$ cat src/rtl/n101_subsys_clic_irq_gate.sv
// CLIC receive-side gateway: synchronises raw interrupt lines, latches edge
// pendings, and presents the highest-priority enabled source over valid/ack.
module n101_subsys_clic_irq_gate #(
  parameter int unsigned IRQ_NUM     = 32,
  parameter int unsigned ID_W        = 5,
  parameter int unsigned SYNC_STAGES = 2
) (
  input  logic               clk,
  input  logic               rst_n,
  input  logic [IRQ_NUM-1:0] clic_irq_i,
  input  logic [IRQ_NUM-1:0] cfg_ie,
  input  logic [IRQ_NUM-1:0] cfg_trig,
  input  logic               sw_clr_vld,
  input  logic [ID_W-1:0]    sw_clr_id,
  output logic               irq_req,
  output logic [ID_W-1:0]    irq_id,
  input  logic               irq_ack,
  output logic [IRQ_NUM-1:0] irq_pend
);

  typedef enum logic [1:0] {IDLE, REQ, GAP} state_t;

  state_t             state_q, state_nxt;
  logic [IRQ_NUM-1:0] sync_q [SYNC_STAGES];
  logic [IRQ_NUM-1:0] s, h;
  logic [IRQ_NUM-1:0] edge_pend, edge_nxt, clr_mask, cand;
  logic [ID_W-1:0]    winner;
  logic               ack_acc, id_load;

  assign s = sync_q[SYNC_STAGES-1];

  always_ff @(posedge clk or negedge rst_n) begin
    if (!rst_n) begin
      for (int unsigned i = 0; i < SYNC_STAGES; i++) sync_q[i] <= '0;
      h <= '0;
    end else begin
      sync_q[0] <= clic_irq_i;
      for (int unsigned i = 1; i < SYNC_STAGES; i++) sync_q[i] <= sync_q[i-1];
      h <= s;
    end
  end

  assign ack_acc = (state_q == REQ) && irq_ack;

  always_comb begin
    clr_mask = '0;
    if (ack_acc)    clr_mask[irq_id]    = 1'b1;
    if (sw_clr_vld) clr_mask[sw_clr_id] = 1'b1;
  end

  // A new edge overrides a same-cycle clear; masking with cfg_trig drops
  // latched pendings of sources switched to level mode.
  assign edge_nxt = ((edge_pend & ~clr_mask) | (s & ~h)) & cfg_trig;

  always_ff @(posedge clk or negedge rst_n) begin
    if (!rst_n) edge_pend <= '0;
    else        edge_pend <= edge_nxt;
  end

  assign irq_pend = (edge_pend & cfg_trig) | (s & ~cfg_trig);
  assign cand     = irq_pend & cfg_ie;

  always_comb begin
    winner = '0;
    for (int unsigned i = 0; i < IRQ_NUM; i++)
      if (cand[i]) winner = ID_W'(i);
  end

  always_comb begin
    state_nxt = state_q;
    id_load   = 1'b0;
    case (state_q)
      IDLE: if (cand != '0) begin
        state_nxt = REQ;
        id_load   = 1'b1;
      end
      REQ:     if (irq_ack) state_nxt = GAP;
      GAP:     state_nxt = IDLE;
      default: state_nxt = IDLE;
    endcase
  end

  always_ff @(posedge clk or negedge rst_n) begin
    if (!rst_n) begin
      state_q <= IDLE;
      irq_id  <= '0;
    end else begin
      state_q <= state_nxt;
      if (id_load) irq_id <= winner;
    end
  end

  assign irq_req = (state_q == REQ);

endmodule
$ cat config.mk
export PLATFORM = sky130hd
export DESIGN_NAME = n101_subsys_clic_irq_gate
export DESIGN_NICKNAME = d
export VERILOG_FILES = /design/src/rtl/n101_subsys_clic_irq_gate.sv
export SDC_FILE = /design/constraint.sdc
export NUM_CORES = 1
export LEC_CHECK = 0
export BUFFER_PORTS_ARGS = -buffer_cell sky130_fd_sc_hd__buf_2
export CORE_ASPECT_RATIO = 1.75
export CORE_MARGIN = 5
export CORE_UTILIZATION = 55
export CTS_CLUSTER_DIAMETER = 100
export DETAILED_ROUTE_END_ITERATION = 7
export GPL_ROUTABILITY_DRIVEN = 0
export PLACE_DENSITY = 0.9
export RECOVER_POWER = 50
export SLEW_MARGIN = 30
export SYNTH_ARGS = -nofsm -noshare
export SYNTH_HDL_FRONTEND = slang
export SYNTH_SLANG_ARGS = --single-unit
$ cat constraint.sdc
create_clock -name clk -period 5.9 [get_ports clk]
set_input_delay 0.59 -clock clk [delete_from_list [all_inputs] [get_ports clk]]
set_output_delay 0.59 -clock clk [all_outputs]
set_load 0.01 [all_outputs]
==> impl_metrics.toml, run 1 <==
[worst_setup_path]
worst_setup_path_end_kind = "flop"
cp-endpoint = "irq_id[0]$_DFFE_PN0P_"
cp-startpoint = "s[1]$_DFF_PN0_"
start_kind = "flop"
crit_type = "flop to flop"
critPathArrivalTime_ps = 2570
worstPathRequired_ps = 6190
worstRegToRegCells = 7
cp_max_fo = 3
worstReg2RegStart = "s[1]$_DFF_PN0_"
reg2reg_setup_slack_ps = 3620
worstReg2RegEnd = "irq_id[0]$_DFFE_PN0P_"

[hold_path]
hp-class = "primary input to flop"

[sta]
tns_ps = 0
maxSlewViolCount = 0
fin_skew_ps = 6.581
timing.final.crit_share = 0.3864
max_freq_mhz = 438.6
tightest_slew_ps = 845.6
setup_viol = 0
final-hold-violation-count = 0
rsz0062_at_grt = "no"
fin_crit_ps = 2280
slew_headroom = 0.4363

[routing]
totalWireLength_um = 14880
wl_met3_um = 937
drtPass1Iterations = 5
first_iter_violations = 313
wl_met1_um = 5086
num_vias = 4139
highest_layer = "met4"
final_antenna_net_count = 0
wl_per_cell_um = 21.85
wl_met2_um = 7872
drt-vias-per-instance = 6.078
drc = 0

[pwr]
p_leak_uw = 0.003108
p_per_area_mw_per_mm2 = 372.4
peakVddDrop_mv = 0.2871

[floorplan]
initial_core_util = 0.5609
coreArea_sq_mm = 0.009409
row_count = 47
die_y_um = 139.6
die_area_sq_mm = 0.01173
die_x_um = 84.05
io_pins = 143

[yosys]
synth_nets = 495
ys_ff_latch = 135
synth_cells = 390
netlist_area_sq_mm = 0.005278
synth_edf_count = 0
synth_seq_area_share = 0.6401
synth_flop_cell = "dfrtp_1"
synthArstFlopShare = 1.000
synth_top_area_frac = 0.6401
synth_cell_types = 42
synth_area_leaders = "dfrtp_1, mux2_2, o221ai_1, a21boi_0, nand2b_1"
synth_area_per_cell_sq_um = 13.53
synth_top_area_cell = "dfrtp_1"
yosysWarnings = 0

[clock_tree]
h-tree-depth = 4
cts_resized = 0
cts_tree = "yes"
clkLatencyLatePin_ps = 410
numCtsBuffers = 17
ctsLongestPathBuffers = 2
clkSinkCount = 135
ctsHoldBuffers = 0
postCtsSetupBuffers = 0
cts.clk_slew.worst_paths_ps = 60
root_buffer = "clkbuf_16"

[final_layout]
design_area_sq_mm = 0.006735
synthToLayoutAreaGrowth_pct = 27.62
final_core_util = 0.7158
seq_area_sq_mm = 0.003378
fin_nets = 651
diodes = 0
drive_above_1_share = 0.3989
multi_input_area_sq_mm = 0.001866
num-fill-cells = 641

[global_route]
track_usage = 0.2593
grt_pass1_vias = 4597
antenna_found_initial = 0
overflow = 0
grt_pass1_wl_um = 23230
grt_max_degree = 69

[placement]
place_hpwl_um = 10630
place_area_sq_mm = 0.006121
portBuffers = 142

[status]
status = "complete, no violations"

[run]
maxCapViolCount = 0
worst min-delay path by stage:
stage	cells past startpoint	slack (ps)	start	to
final	1	280	clic_irq_i[1]	sync_q[33]$_DFF_PN0_
after global routing	1	260	clic_irq_i[1]	sync_q[33]$_DFF_PN0_
after CTS	1	270	clic_irq_i[19]	sync_q[51]$_DFF_PN0_
after detailed placement	0	330	sync_q[54]$_DFF_PN0_	s[22]$_DFF_PN0_
after global placement	0	330	sync_q[49]$_DFF_PN0_	s[17]$_DFF_PN0_
after floorplan	0	290	rst_n	edge_pend[0]$_DFF_PN0_
flip-flops by register name (all words and copies together), names as in the netlist:
signal and flops:
s 32, state_q 2, sync_q 32, edge_pend 32
irq_id 5, h 32
cell usage in the layout (no fill, tap or decap), drive strengths merged, types with 2 or more instances in the layout:
cell	Yosys	layout
a211oi	2	2
a21boi	33	33
a21o	2	2
a21oi	4	4
a221o	3	3
a22o	2	2
a22oi	7	7
a32o	4	4
and2	3	3
and3	3	3
buf	1	143
bufinv	0	3
clkbuf	5	18
clkinv	0	6
clkinvlp	0	3
dfrtp	135	135
inv	1	3
mux2	33	33
nand2	28	28
nand2b	34	34
nand3	12	12
nand3b	12	12
nor2	9	9
o21ai	5	5
o221ai	32	32
or3	2	2
or3b	6	6
worst max-delay path, stage by stage, from the launching register on:
cell	delay [ps]
dfrtp_1	400
mux2_2	280
and2_1	190
a222oi_1	400
o21ai_0	220
a211oi_1	270
o21ai_0	110
a221o_1	290
metal layers:
metal / vias up / GRT usage
li1: 1779 / -
met1: 2038 / 0.2750
met2: 248 / 0.4430
met3: 74 / 0.06623
met4: 0 / 0.1797
met5: - / 0
through the flow:
stage | hold slack, ps | total power, uW | worst slack (ps) | cells
after floorplan | 294.4 | 1268 | 3601 | 390
after CTS | 267.5 | 2519 | 3635 | 681
after global routing | 257.3 | 2604 | 3547 | 681
after global placement | 331.5 | 1415 | 3353 | 649
final | 276.3 | 2508 | 3620 | 681
after detailed placement | 334.7 | 1432 | 3300 | 649
cells in the mapped netlist (all sizes together), types with 2 or more instances:
master,count
clkbuf,5
or3,2
or3b,6
o221ai,32
and2,3
and3,3
nand3b,12
a22o,2
nor2,9
a22oi,7
a211oi,2
o21ai,5
dfrtp,135
a221o,3
nand2,28
a21o,2
a21boi,33
a21oi,4
a32o,4
nand3,12
nand2b,34
mux2,33
logic make-up after synthesis:
family                 Yosys count  share of synthesized area
flip-flops                     135                     0.6401
AND/OR/NAND/NOR                114                     0.1242
AO/OA/AOI/OAI                  101                     0.1560
multiplexers                    33                    0.07326
buffers and inverters            7                   0.006401
power breakdown:
part | switching [uW] | internal [uW] | total (uW)
Clock | 403 | 679 | 1080
Combinational | 209 | 157 | 366
Sequential | 65.5 | 996 | 1060
layout make-up:
class | count | share of cell area
Timing Repair Buffer | 143 | 0.1070
Clock buffer | 18 | 0.06521
Inverter | 1 | 0.0005573
Sequential cell | 135 | 0.5016
Clock inverter | 14 | 0.02601
Multi-Input combinational cell | 248 | 0.2770
Tap cell | 122 | 0.02266
Power figures use the tool's default switching activity.
==> run 2, diff against run 1 <==
--- a/config.mk
+++ b/config.mk
@@ -5,14 +5,15 @@
 export SDC_FILE = /design/constraint.sdc
 export NUM_CORES = 1
 export LEC_CHECK = 0
+export ABC_AREA = 1
 export BUFFER_PORTS_ARGS = -buffer_cell sky130_fd_sc_hd__buf_2
 export CORE_ASPECT_RATIO = 1.75
 export CORE_MARGIN = 5
-export CORE_UTILIZATION = 55
+export CORE_UTILIZATION = 48
 export CTS_CLUSTER_DIAMETER = 100
 export DETAILED_ROUTE_END_ITERATION = 7
 export GPL_ROUTABILITY_DRIVEN = 0
-export PLACE_DENSITY = 0.9
+export PLACE_DENSITY = 0.83
 export RECOVER_POWER = 50
 export SLEW_MARGIN = 30
 export SYNTH_ARGS = -nofsm -noshare
==> constraint.sdc (replaced) <==
create_clock -name clk -period 1.9 [get_ports clk]
set_input_delay 0.19 -clock clk [delete_from_list [all_inputs] [get_ports clk]]
set_output_delay 0.19 -clock clk [all_outputs]
set_load 0.01 [all_outputs]
==> impl_metrics.toml, run 2 <==
[status]
status = "finished, violations left"
violations = "negative setup slack"

[worst_setup_path]
worstPathRequired_ps = 2240
critPathArrivalTime_ps = 2670
critPathBufInv = 1
worstRegToRegCells = 34
cpPeakStageDelay_ps = 360
slowest_stage = "dfrtp_1"
crit_type = "flop to flop"
critPathMostFrequentCell = "nand2_1"
worst_setup_path_end_kind = "flop"
cp.depth = 34
start_kind = "flop"
cp_max_fo = 2
cpLargestDelayFamily = "simple AND/OR/NAND/NOR gates"

[yosys]
synth_top_area_frac = 0.6058
synthArstFlopShare = 1.000
yosysWarnings = 0
netlist_area_sq_mm = 0.005577
synth_edf_count = 0
synth_seq_area_share = 0.6058
synth_area_leaders = "dfrtp_1, nand2_1, inv_1, nand2_4, a21oi_1"
ys_ff_latch = 135
synth_area_per_cell_sq_um = 9.157
synth_nets = 714
synthMostInstantiatedCell = "nand2_1"
synth_flop_cell = "dfrtp_1"
yosys-top-cells-count = "nand2_1, dfrtp_1, inv_1"
synth_cell_types = 27
synth_cells = 609
synth_top_area_cell = "dfrtp_1"

[sta]
rsz0062_at_grt = "yes"
fin_skew_ps = 4.805
setup_viol = 2
timing.final.crit_share = 1.228
slew_headroom = 0.5128
setup_slack_ps = -432.8
final-hold-violation-count = 0
tightest_slew_ps = 730.7
maxSlewViolCount = 0
max_freq_mhz = 428.7
fin_crit_ps = 2333

[hold_path]
hp-class = "primary input to flop"
hold_depth = 3

[clock_tree]
cts.clk_slew.worst_paths_ps = 60
h-tree-depth = 4
clkLatencyLatePin_ps = 410
numCtsBuffers = 17
root_buffer = "clkbuf_16"
cts_tree = "yes"
clkSinkCount = 135
ctsLongestPathBuffers = 2

[floorplan]
die_area_sq_mm = 0.01396
initial_core_util = 0.4842
row_count = 52
coreArea_sq_mm = 0.01152
die_y_um = 152.6
die_x_um = 91.48
io_pins = 143

[global_route]
gr-usage-met3 = 0.04941
antenna_found_initial = 1
grt_pass1_wl_um = 24200
met1_usage = 0.2342
track_usage = 0.2233
grt_max_degree = 50
overflow = 0
grt.busiest_layer = "met2"
met2_usage = 0.3879
grt_pass1_vias = 5182

[run]
maxCapViolCount = 0

[routing]
drt-vias-per-instance = 4.906
drc = 0
totalWireLength_um = 15130
final_antenna_net_count = 0
first_iter_violations = 241
num_vias = 4891
wl_per_cell_um = 15.18
drtPass1Iterations = 4

[placement]
dp_cells = 927
portBuffers = 142
place_hpwl_um = 11360
place_area_sq_mm = 0.006795

[final_layout]
drive_above_1_share = 0.3322
instances_no_fill = 997
design_area_sq_mm = 0.007801
num-fill-cells = 877
mostFrequentLayoutCells = "nand2_1, buf_2, dfrtp_1, inv_1, buf_4"
fin_nets = 954
synthToLayoutAreaGrowth_pct = 39.89
final_common_cell = "nand2_1"

[pwr]
p_per_area_mw_per_mm2 = 1035
peakVddDrop_mv = 0.7241
p_leak_uw = 0.004167
[run 2: cell count changes after synthesis, moves of 13 or more]
cell	delta
nand2_4	+19
o221ai_1	-32
nand2b_1	-34
nor3_1	+25
nand2_1	+176
nor2_1	+13
mux2_2	-29
nand2_2	+25
inv_1	+75
a21oi_1	+29
nand3_1	+13
a21boi_0	-33
inv_2	+13
[run 2: path summary, 6_finish.rpt]
path | start | end | slack, ps
worst max-delay path | s[1]$_DFF_PN0_ | irq_id[0]$_DFFE_PN0P_ | -430
worst min-delay path | cfg_trig[23] | edge_pend[23]$_DFF_PN0_ | 20
worst max register to register | s[1]$_DFF_PN0_ | irq_id[0]$_DFFE_PN0P_ | -430
worst min register to register | sync_q[37]$_DFF_PN0_ | s[5]$_DFF_PN0_ | 350
max in group asynchronous | rst_n | s[7]$_DFF_PN0_ | 450
min in group asynchronous | rst_n | s[28]$_DFF_PN0_ | 370
[run 2: through the flow]
stage | TNS, ps | hold WS (ps) | setup WS [ps] | power [uW] | utilization
after floorplan | -74.64 | -105.6 | -74.64 | 3955 | -
after global placement | -318.5 | 83.46 | -277.7 | 4598 | 0.5901
after detailed placement | -391.4 | 86.09 | -346.2 | 4634 | 0.5901
after CTS | -573.8 | 6.318 | -359.4 | 8090 | 0.6761
after global routing | -1295 | 17.61 | -784.2 | 8450 | 0.6774
final | -565.6 | 15.71 | -432.8 | 8077 | 0.6774
[run 2: power by group]
| group | total [uW] | switching (uW) | internal, uW | leakage [uW] |
|---|---|---|---|---|
| combinational | 1450 | 871 | 575 | 0.00226 |
| clock | 3370 | 1180 | 2190 | 0.000289 |
| sequential | 3260 | 166 | 3100 | 0.00162 |
| total | 8080 | 2220 | 5860 | 0.00417 |
[run 2: layout make-up]
type | count | area, sq um | share of cell area
clock buffer | 19 | 432.9 | 0.05549
antenna | 1 | 2.502 | 0.0003208
clock inverter | 12 | 178.9 | 0.02294
multi-input combinational | 384 | 1912 | 0.2451
inverter | 90 | 339.1 | 0.04346
tap | 135 | 168.9 | 0.02165
timing repair buffer | 221 | 1389 | 0.1780
sequential | 135 | 3378 | 0.4330
[run 2: tightest hold or removal path, stage by stage]
cell	delay (ps)
buf_2	100
inv_1	60
a21oi_1	40
[run 2: cells by family (layout without fill, tap and decap cells)]
logic type             after synthesis  count (layout)  share of synthesized area
other                                0               1                          0
buffers and inverters               90             342                    0.06058
muxes                                1               1                   0.001795
DFF                                135             135                     0.6058
AOI/OAI and AO/OA                   59              59                    0.06327
and+or+nand+nor                    324             324                     0.2686
[run 2: routing by layer]
layer / up-vias / routed length [um]
li1: 2379 / -
met2: 177 / 8010
met3: 60 / 754
met4: 0 / 1005
met1: 2275 / 5364
met5: - / 0
[run 2: what timing repair did]
action                     4_1_cts  5_1_grt
buffers inserted                 2        1
hold endpoints to repair       150        0
setup endpoints to repair        4        5
hold buffers                    35        0
gates resized for setup          5       12
pin swaps                        9       19
